`src/rtl/mem_fabric_pkg.sv`:
```
// Shared types and constants for the single-outstanding memory fabric.
// Holds the FSM encoding, error data default and counter widths.
package mem_fabric_pkg;

  typedef enum logic [1:0] {
    S_IDLE,
    S_ACTIVE,
    S_RESP
  } state_t;

  localparam logic [31:0] ERR_DATA_DEF = 32'hDEAD_BEEF;
  localparam int TCNT_W = 16;
  localparam int SEL_W  = 4;

endpackage

```
`src/rtl/mem_fabric_decode.sv`:
```
// Address window decoder for the memory fabric.
// Reports a hit and the lowest-indexed matching slave.
module mem_fabric_decode
  import mem_fabric_pkg::*;
#(
  parameter int              NSLV = 8,
  parameter logic [NSLV*32-1:0] BASE = '0,
  parameter logic [NSLV*32-1:0] MASK = '0
) (
  input  logic [31:0]      i_addr,
  output logic             o_hit,
  output logic [SEL_W-1:0] o_sel
);

  // Scan downward so the lowest matching index is the last one written.
  always_comb begin
    o_hit = 1'b0;
    o_sel = '0;
    for (int i = NSLV - 1; i >= 0; i--) begin
      if ((i_addr & MASK[32*i +: 32]) == BASE[32*i +: 32]) begin
        o_hit = 1'b1;
        o_sel = SEL_W'(i);
      end
    end
  end

endmodule

```
`src/rtl/mem_fabric.sv`:
```
// Single-master to NSLV-slave memory fabric with timeout and sticky
// error reporting; one transaction in flight.
module mem_fabric
  import mem_fabric_pkg::*;
#(
  parameter int                 NSLV     = 8,
  parameter logic [NSLV*32-1:0] BASE     = '0,
  parameter logic [NSLV*32-1:0] MASK     = '0,
  parameter int                 TIMEOUT  = 255,
  parameter logic [31:0]        ERR_DATA = ERR_DATA_DEF
) (
  input  logic                 clk,
  input  logic                 resetn,
  input  logic                 m_valid,
  input  logic [31:0]          m_addr,
  input  logic [31:0]          m_wdata,
  input  logic [3:0]           m_wstrb,
  output logic                 m_ready,
  output logic [31:0]          m_rdata,
  output logic [NSLV-1:0]      s_valid,
  output logic [31:0]          s_addr,
  output logic [31:0]          s_wdata,
  output logic [3:0]           s_wstrb,
  input  logic [NSLV-1:0]      s_ready,
  input  logic [NSLV*32-1:0]   s_rdata,
  input  logic                 err_clr,
  output logic                 err_irq,
  output logic [31:0]          err_addr,
  output logic [7:0]           err_cnt
);

  state_t            r_state;
  logic [NSLV-1:0]   r_sv;
  logic [31:0]       r_addr;
  logic [31:0]       r_wdata;
  logic [3:0]        r_wstrb;
  logic [TCNT_W-1:0] r_tcnt;
  logic [31:0]       r_cap;
  logic              r_err;
  logic              r_mrdy;
  logic [31:0]       r_mrdata;
  logic              r_irq;
  logic [31:0]       r_eaddr;
  logic [7:0]        r_ecnt;

  logic              w_hit;
  logic [SEL_W-1:0]  w_sel;
  logic [NSLV-1:0]   w_onehot;
  logic              w_srdy;
  logic [31:0]       w_srdata;
  logic              w_accept;
  logic              w_tout;
  logic              w_new_err;
  logic [31:0]       w_err_addr;

  mem_fabric_decode #(
    .NSLV (NSLV),
    .BASE (BASE),
    .MASK (MASK)
  ) u_dec (
    .i_addr (m_addr),
    .o_hit  (w_hit),
    .o_sel  (w_sel)
  );

  always_comb begin
    w_onehot = '0;
    for (int i = 0; i < NSLV; i++)
      w_onehot[i] = (w_sel == SEL_W'(i));
  end

  // r_sv is one-hot, so masking isolates the selected slave.
  always_comb begin
    w_srdata = '0;
    for (int i = 0; i < NSLV; i++)
      if (r_sv[i])
        w_srdata = w_srdata | s_rdata[32*i +: 32];
  end

  assign w_srdy = |(s_ready & r_sv);

  // The m_ready cycle is still IDLE; blocking it forces an idle gap.
  assign w_accept = (r_state == S_IDLE) && m_valid && !r_mrdy;

  assign w_tout = (r_state == S_ACTIVE) && !w_srdy &&
                  (r_tcnt == TCNT_W'(TIMEOUT - 1));

  assign w_new_err  = (w_accept && !w_hit) || w_tout;
  assign w_err_addr = w_accept ? m_addr : r_addr;

  always_ff @(posedge clk or negedge resetn) begin
    if (!resetn) begin
      r_state  <= S_IDLE;
      r_sv     <= '0;
      r_addr   <= '0;
      r_wdata  <= '0;
      r_wstrb  <= '0;
      r_tcnt   <= '0;
      r_cap    <= '0;
      r_err    <= 1'b0;
      r_mrdy   <= 1'b0;
      r_mrdata <= '0;
    end else begin
      r_mrdy   <= 1'b0;
      r_mrdata <= '0;
      unique case (r_state)
        S_IDLE: begin
          if (w_accept) begin
            r_addr  <= m_addr;
            r_wdata <= m_wdata;
            r_wstrb <= m_wstrb;
            r_tcnt  <= '0;
            if (w_hit) begin
              r_sv    <= w_onehot;
              r_state <= S_ACTIVE;
            end else begin
              r_err   <= 1'b1;
              r_state <= S_RESP;
            end
          end
        end
        S_ACTIVE: begin
          r_tcnt <= r_tcnt + 1'b1;
          if (w_srdy) begin
            r_sv    <= '0;
            r_cap   <= (r_wstrb == 4'd0) ? w_srdata : 32'd0;
            r_err   <= 1'b0;
            r_state <= S_RESP;
          end else if (w_tout) begin
            r_sv    <= '0;
            r_err   <= 1'b1;
            r_state <= S_RESP;
          end
        end
        S_RESP: begin
          r_mrdy   <= 1'b1;
          r_mrdata <= r_err ? ERR_DATA : r_cap;
          r_state  <= S_IDLE;
        end
        default: r_state <= S_IDLE;
      endcase
    end
  end

  // A new error outranks a simultaneous clear.
  always_ff @(posedge clk or negedge resetn) begin
    if (!resetn) begin
      r_irq   <= 1'b0;
      r_eaddr <= '0;
      r_ecnt  <= '0;
    end else if (w_new_err) begin
      r_irq <= 1'b1;
      if (err_clr || !r_irq)
        r_eaddr <= w_err_addr;
      if (err_clr)
        r_ecnt <= 8'd1;
      else if (r_ecnt != 8'hFF)
        r_ecnt <= r_ecnt + 8'd1;
    end else if (err_clr) begin
      r_irq   <= 1'b0;
      r_eaddr <= '0;
      r_ecnt  <= '0;
    end
  end

  assign m_ready  = r_mrdy;
  assign m_rdata  = r_mrdata;
  assign s_valid  = r_sv;
  assign s_addr   = r_addr;
  assign s_wdata  = r_wdata;
  assign s_wstrb  = r_wstrb;
  assign err_irq  = r_irq;
  assign err_addr = r_eaddr;
  assign err_cnt  = r_ecnt;

endmodule
```
`config.mk`:
```
export PLATFORM = sky130hd
export DESIGN_NAME = mem_fabric
export DESIGN_NICKNAME = d
export VERILOG_FILES = /design/src/rtl/mem_fabric_pkg.sv /design/src/rtl/mem_fabric_decode.sv /design/src/rtl/mem_fabric.sv
export SDC_FILE = /design/constraint.sdc
export NUM_CORES = 1
export LEC_CHECK = 0
export BUFFER_PORTS_ARGS = -buffer_cell sky130_fd_sc_hd__buf_2
export CORE_AREA = 3 3 189 191
export CTS_CLUSTER_DIAMETER = 60
export DETAILED_ROUTE_END_ITERATION = 10
export DIE_AREA = 0 0 192 194
export PLACE_DENSITY_LB_ADDON = 0.08
export SLEW_MARGIN = 20
export SYNTH_ARGS = -nofsm -noshare
export SYNTH_HDL_FRONTEND = slang
export SYNTH_SLANG_ARGS = --single-unit
```
`constraint.sdc`:
```
create_clock -name clk -period 3.8 [get_ports clk]
set_input_delay 0.76 -clock clk [delete_from_list [all_inputs] [get_ports clk]]
set_output_delay 0.76 -clock clk [all_outputs]
set_load 0.01 [all_outputs]
```
==> results.md, run 1 <==
* Die span in x at 192 um
* Pre-antenna DRT Iters at 4
* CTS Buf Count at 17
* Residual DRC count at 0
* Fin crit share at 66.09%
* Proportion of layout cells with a drive suffix above 1 at 39.87%
* Synth Area in Simple Gates at 17.12%
* Setup violators final at 0
* Root buffer cell: clkbuf_16
* Least-Margin Pin Slew at approximately 0.82 ns
* Synth Area in Compound Gates at between 9 and 10%
* CTS tree: yes
* Global-route wire length before repair at 37520 um
* Via count at 5863
* Peak VDD IR at 0.3290 mV
* Clock Latency Late Sink at 0.44 ns
* Most used DFF post-synth: dfrtp_1
* Worst Path Required at 4.13 ns
* Cells after Synth at 674
* DR iter-0 viols at between 200 and 300
* Max-Cap Viols at 0
* Fmax at 398.2 MHz
* Starting Density at 22.56%
* PD cells at 663.6 mW/mm^2
* Max Slew Vio Count at 0
* Largest net degree at the start of global routing at 78
* FF+latch count, synth at 194
* Area occupied by multi-input gates at approximately 0.0027 mm^2
* Multiplexer share of the synthesized area at 5.970%
* Synth unique cells at between 40 and 50
* Final hold violations at 0
* I/O Buffers at 247
* Final Critical Period at 2.512 ns
* Largest family of logic cells by synthesized area: simple AND/OR/NAND/NOR gates
* Post-synth top area cell: dfrtp_1
* Die H at 194 um
* Final WL at ~24000 um
* Pre-CTS setup slack at 1.243 ns
* Number of nets with antenna violations after routing at 0
* Synth cell count leaders: 194 x dfrtp_1, 131 x nand2_1, 60 x nor2_1, 35 x nand4_1, 33 x mux2_2
* Worst Path Max Fanout at 11
* GRT overflow at 0
* Yosys top cell area share at 62.77%
* Layout Skew at 0.01229 ns
* Avg Inst Size Synth at 11.47 um^2
* Unrepaired setup endpoints after global routing: no
* Top area cells in the synthesized netlist: dfrtp_1 63%, nand2_1 6.4%, mux2_2 4.8%
* Die Area at 0.03725 mm^2
* Std cell rows at 68
* Count leader, synth: dfrtp_1
* Crit path capture type: flop
* CP Class: flop to flop
* Synth Area in XOR/XNOR at 0.2265%
* # clock sinks at around 190
* CTS resizes at 0
* IO Pins at 486
* Max-slew headroom at 44.61%
* Layout fillers at 3655
* Clock tree buffer depth at 2
* Status: completed
* N_diodes at 0
* Total setup buffers inserted after CTS at 0
* Area delta synth->final at 30.17%
* FF-to-FF path depth at 6
* Register area share after synthesis at 62.77%
* Total Neg Setup Slack at 0 ns
* H-tree levels at 4
* Final Power at 6681 uW
* Initial antenna violation count at 4
* CTS Hold Bufs at 0
* Core area at ~0.034 mm^2
* Synth warn at 0
* DR vias/cell at 4.255
* FF+latch area at 0.004855 mm^2
* CP Launch Type: flop
* Total GRT Usage at roughly an eighth
* Worst min-delay path category: input port to asynchronous set/reset pin
* Number of global-route vias before repair at 6205
* Clock Pin Slew Worst Setup and Hold Paths at ~0.080 ns
* Detailed placement HPWL at 16090 um
* Nets@finish at 1251
* Post-synth EDFFs at 0
* Setup WS post-layout at 1.288 ns
* Leak Pwr at 0.005187 uW
* Adder-Cell Fraction of Synth Area at less than 1%
* Wire length per cell at between 15 and 20 um
* Post-synth ARST share at 100.0%
* RD Place Congestion at a little under 0.7
* Netlist Area Pre-Place at a little under 0.008 mm^2
* Crit path DAT at 2.84 ns
[registers in the layout, indices dropped and copies added, names as in the netlist, 2 cells and up]
signal / flops
err_addr: 32
m_rdata: 32
r_cap: 32
s_addr: 32
s_wdata: 32
r_tcnt: 16
err_cnt: 8
s_wstrb: 4
r_state: 2
[logic make-up (layout without fill, tap and decap cells)]
| family | after synthesis | after routing |
|---|---|---|
| xor+xnor | 2 | 2 |
| compound gates | 90 | 90 |
| fa+ha+maj | 3 | 3 |
| flops | 194 | 194 |
| simple gates | 285 | 285 |
| mux | 42 | 42 |
| buf+inv | 57 | 300 |
| other cells | 1 | 7 |
[worst paths after layout]
kind	from	to	slack, ns
max	r_tcnt[0]	err_cnt[5]	1.29
min	resetn	m_rdata[8]	0.29
max reg2reg	r_tcnt[0]	err_cnt[5]	1.29
min reg2reg	s_wdata[20]	s_wdata[20]	0.47
max in group asynchronous	resetn	s_wdata[27]	2.52
min in group clk	s_wdata[20]	s_wdata[20]	0.47
[cells in the final DEF, fill, tap and decap left out, drive strengths merged, types with 2 or more instances in the layout]
cell and instances:
a21bo 32, dfrtp 194, or4b 2, nor4b 2, nor2 60, nand3 16
nor3 3, mux2i 9, and2 8, a22o 32, o311ai 2, or4 5
a31oi 4, nand4 35, mux2 33, inv 9, nand2b 3, nand4b 2
a21oi 6, buf 263, o21ai 6, clkinvlp 3, clkinv 4, nand2 131
nor2b 3, o31ai 4, conb 7, clkbuf 19, ha 3, bufinv 2
and3 5, nor4 5
[layer usage]
layer	vias to the layer above	track usage [%]	wire, um
met5	-	0	65
met4	8	3.724	377
met3	29	5.352	2046
met2	180	20.00	10760
met1	2857	16.86	10630
li1	2789	-	-
[critical path, cell delays in order, from the launching register on]
cell and delay, ns:
dfrtp_1 0.40, inv_1 0.10, ha_1 0.19, or4b_1 0.44, or4_4 0.58, nor4_1 0.33
mux2_2 0.37
[metrics by stage]
stage | std cells | area (um^2) | hold WS [ns] | util (%)
2_1_floorplan | 680 | 7756 | 0.4511 | -
3_3_place_gp | 1348 | 9505 | 0.4544 | 27.72
3_5_place_dp | 1348 | 9505 | 0.4578 | 27.72
4_1_cts | 1378 | 10070 | 0.2835 | 29.36
5_1_grt | 1378 | 10070 | 0.2884 | 29.36
6_report | 1378 | 10070 | 0.2854 | 29.36
[cell type report]
class	instances	share of cell area [%]
tap	455	5.655
timing repair buffer	264	13.76
sequential	194	48.22
clock inverter	12	1.317
inverter	6	0.2237
clock buffer	18	4.263
multi-input combinational	429	26.56
[power by group]
group	leakage, uW	internal, uW	switching, uW
combinational	0.00236	805	1160
clock	0.000269	966	830
sequential	0.00256	2610	313
total	0.00519	4380	2300
(Power assumes the default switching activity.)
==> run 2, diff against run 1 <==
--- a/config.mk
+++ b/config.mk
@@ -5,11 +5,12 @@
 export SDC_FILE = /design/constraint.sdc
 export NUM_CORES = 1
 export LEC_CHECK = 0
+export ABC_AREA = 1
 export BUFFER_PORTS_ARGS = -buffer_cell sky130_fd_sc_hd__buf_2
-export CORE_AREA = 3 3 189 191
+export CORE_AREA = 3 3 190 192
 export CTS_CLUSTER_DIAMETER = 60
 export DETAILED_ROUTE_END_ITERATION = 10
-export DIE_AREA = 0 0 192 194
+export DIE_AREA = 0 0 193 195
 export PLACE_DENSITY_LB_ADDON = 0.08
 export SLEW_MARGIN = 20
 export SYNTH_ARGS = -nofsm -noshare
==> constraint.sdc (replaced) <==
create_clock -name clk -period 2 [get_ports clk]
set_input_delay 0.4 -clock clk [delete_from_list [all_inputs] [get_ports clk]]
set_output_delay 0.4 -clock clk [all_outputs]
set_load 0.01 [all_outputs]
==> run 2 against run 1 <==
Clock skew grew 0.00089 ns. Core utilization up 0.61 points. Largest cell class unchanged. Fmax grew 41%. Critical path depth increased by 2. Die area grew 1.0%. Worst setup slack lost 1.1 ns. Critical path type unchanged. Total power increased by 95%. Non-clock buffer count grew 8. Via count increased by 13%. Count of clock-buffer cells in the layout grew 3. Critical endpoint is now err_cnt[0]. Routed wire length is 4.3% higher. Synthesized cell count grew 30%.
==> results.md, run 2 <==
* Die span in x at 193 um (+0.52%)
* Die Area at 0.03764 mm^2 (+1.0%)
* Clock Pin Slew Worst Setup and Hold Paths at 0.08 ns (about the same)
* DR vias/cell at 4.133 (-2.9%)
* DR iter-0 viols at 287 (+12%)
* Starting Density at 22.74% (+0.18 points)
* Fin crit share at 89.33% (+23 points)
* Final Power at 13040 uW (+95%)
* Unrepaired setup endpoints after global routing: no
* Commonest non-fill, non-tap cell in the layout: nand2_1
* Initial antenna violation count at 6 (+2)
* Synth unique cells at 36 (-25%)
* CP Launch Type: flop
* Total setup buffers inserted after CTS at 0 (unchanged)
* Avg Inst Size Synth at 8.945 um^2 (-22%)
* GRT overflow at 0 (unchanged)
* Synth warn at 0 (unchanged)
* Worst min-delay path category: input port to flop
* CTS Buf Count at 17 (unchanged)
* Detailed placement HPWL at 17230 um (+7.1%)
* Worst Path Required at 2.37 ns (-1.76 ns)
* Peak VDD IR at 0.6292 mV (+91%)
* Count leader, synth: nand2_1
* # clock sinks at 194 (unchanged)
* Post-synth top area cell: dfrtp_1
* Largest net degree at the start of global routing at 66 (-15%)
* Synth cell count leaders: 335 x nand2_1, 194 x dfrtp_1, 83 x nand3_1, 55 x inv_1, 42 x nor2_1
* Most used DFF post-synth: dfrtp_1
* Yosys top cell area share at 61.81% (-0.96 points)
* Global-route wire length before repair at 39300 um (+4.7%)
* Residual DRC count at 0 (unchanged)
* Total GRT Usage at 13.44% (+0.42 points)
* Status: completed
* Core area at 0.03454 mm^2 (+0.74%)
* Cells after Synth at 878 (+30%)
* Total Neg Setup Slack at 0 ns (unchanged)
* Pre-antenna DRT Iters at 5 (+1)
* Wire length per cell at 15.61 um (-9.9%)
* Post-synth EDFFs at 0 (unchanged)
* Proportion of layout cells with a drive suffix above 1 at 28.05% (-12 points)
* IO Pins at 486 (unchanged)
* Post-synth ARST share at 100.0% (unchanged)
* Final WL at 24910 um (+4.3%)
* Final Critical Period at 1.787 ns (-0.7249 ns)
* Clock Latency Late Sink at 0.45 ns (about the same)
* Nets@finish at 1467 (+17%)
* Area delta synth->final at 31.81%
* PD cells at 1260 mW/mm^2 (+90%)
* CTS tree: yes
* Max-Cap Viols at 0 (unchanged)
* Netlist Area Pre-Place at 0.007854 mm^2 (+1.6%)
* Final hold violations at 0 (unchanged)
* Die H at 195 um (+0.52%)
* Number of global-route vias before repair at 6883 (+11%)
* Setup violators final at 0 (unchanged)
* Number of nets with antenna violations after routing at 0 (unchanged)
* I/O Buffers at 247 (unchanged)
* Max Slew Vio Count at 0 (unchanged)
* FF+latch count, synth at 194 (unchanged)
* CTS resizes at 0 (unchanged)
* Clock tree buffer depth at 2 (unchanged)
* Leak Pwr at 0.005666 uW (+9.2%)
* Std cell rows at 68 (unchanged)
* Layout Skew at 0.01318 ns (+0.0008862 ns)
* Top area cells in the synthesized netlist: dfrtp_1 62%, nand2_1 16%, nand3_1 5.3%
* Root buffer cell: clkbuf_16
* Register area share after synthesis at 61.81% (-0.96 points)
* CP Class: flop to flop
* H-tree levels at 4 (unchanged)
* Most frequent cells in the layout: 334 x nand2_1, 246 x buf_2, 194 x dfrtp_1, 83 x nand3_1, 55 x inv_1
* Worst Path Max Fanout at 5 (-6)
* Via count at 6596 (+13%)
* Fmax at 559.7 MHz (+41%)
* RD Place Congestion at 0.7241 (+5.6%)
* Fin Hold WS at 0.1426 ns (-0.1428 ns)
* N_diodes at 0 (unchanged)
* Crit path DAT at 2.16 ns (-0.68 ns)
* Crit path capture type: flop
## run 2: changes by cell type after synthesis, moves of 13 or more
cell	delta
nand2_1	+204
nand3_1	+67
inv_1	+49
mux2_2	-33
a21bo_2	-32
a22o_1	-32
o21ai_0	+29
a21oi_1	+26
nand4_1	-22
nor2_1	-18
clkbuf_1	-13
## run 2: layout make-up
| cell class | instances | area [um^2] |
|---|---|---|
| Inverter | 61 | 230.2 |
| Timing Repair Buffer | 272 | 1535 |
| Multi-Input combinational cell | 582 | 2567 |
| Tap cell | 455 | 569.3 |
| Fill cell | 3748 | 24190 |
| Sequential cell | 194 | 4855 |
| Clock inverter | 11 | 125.1 |
| Clock buffer | 21 | 470.5 |
## run 2: worst max-delay path, cell delays in order (launching register included)
cell and delay (ns):
dfrtp_1 0.40, inv_1 0.11, ha_1 0.21, nand2_1 0.12, nor2_4 0.16, nand2_1 0.12, nor2_1 0.36, o211ai_1 0.14
nand2_1 0.10
## run 2: worst paths after layout
check,to,startpoint,slack (ns),cells after the start
min in group asynchronous,r_cap[13],resetn,0.45,2
setup / recovery,err_cnt[0],r_tcnt[0],0.21,8
hold reg to reg,s_wdata[16],s_wdata[16],0.47,2
max in group asynchronous,s_addr[17],resetn,0.94,3
setup reg to reg,err_cnt[0],r_tcnt[0],0.21,8
hold / removal,s_wdata[0],m_wdata[0],0.14,3
## run 2: what timing repair did
action / 4_1_cts / 5_1_grt
endpoints found under the setup margin: 0 / 0
hold buffers: 1 / 0
hold endpoints to repair: 34 / 0
## run 2: cell families (layout without fill, tap and decap cells)
logic type / count (synthesis) / in the layout / share of synthesized area [%]
XOR/XNOR: 4 / 4 / 0.4462
buffers and inverters: 108 / 365 / 6.022
AO/OA/AOI/OAI: 80 / 80 / 5.353
adder cells (fa/ha/maj): 3 / 3 / 0.4780
other: 1 / 7 / 0.04775
flip-flops: 194 / 194 / 61.81
AND/OR/NAND/NOR: 488 / 488 / 25.84
## run 2: per-stage QoR
step,setup slack [ns],cells,util [%],cell area [um^2]
floorplan,0.5134,884,-,7876
CTS,0.1853,1596,29.97,10350
global route,0.02965,1596,29.97,10350
finish,0.2134,1596,29.97,10350
global placement,0.2249,1563,28.22,9747
detailed placement,0.2174,1563,28.22,9747
## run 2: per-layer routing
layer  part of all wire, %  global-route usage, %  vias to the layer above
met2                    41                  19.48                      217
met1                    46                  17.49                     3071
met4                   1.2                  3.616                       12
li1                      -                      -                     3264
met5                  0.31                      0                        -
met3                    11                  7.181                       32
## run 2: power by group
part	switching (uW)	leakage [uW]	internal, uW
combinational	2600	0.00280	1360
clock	1620	0.000290	1950
sequential	577	0.00258	4930
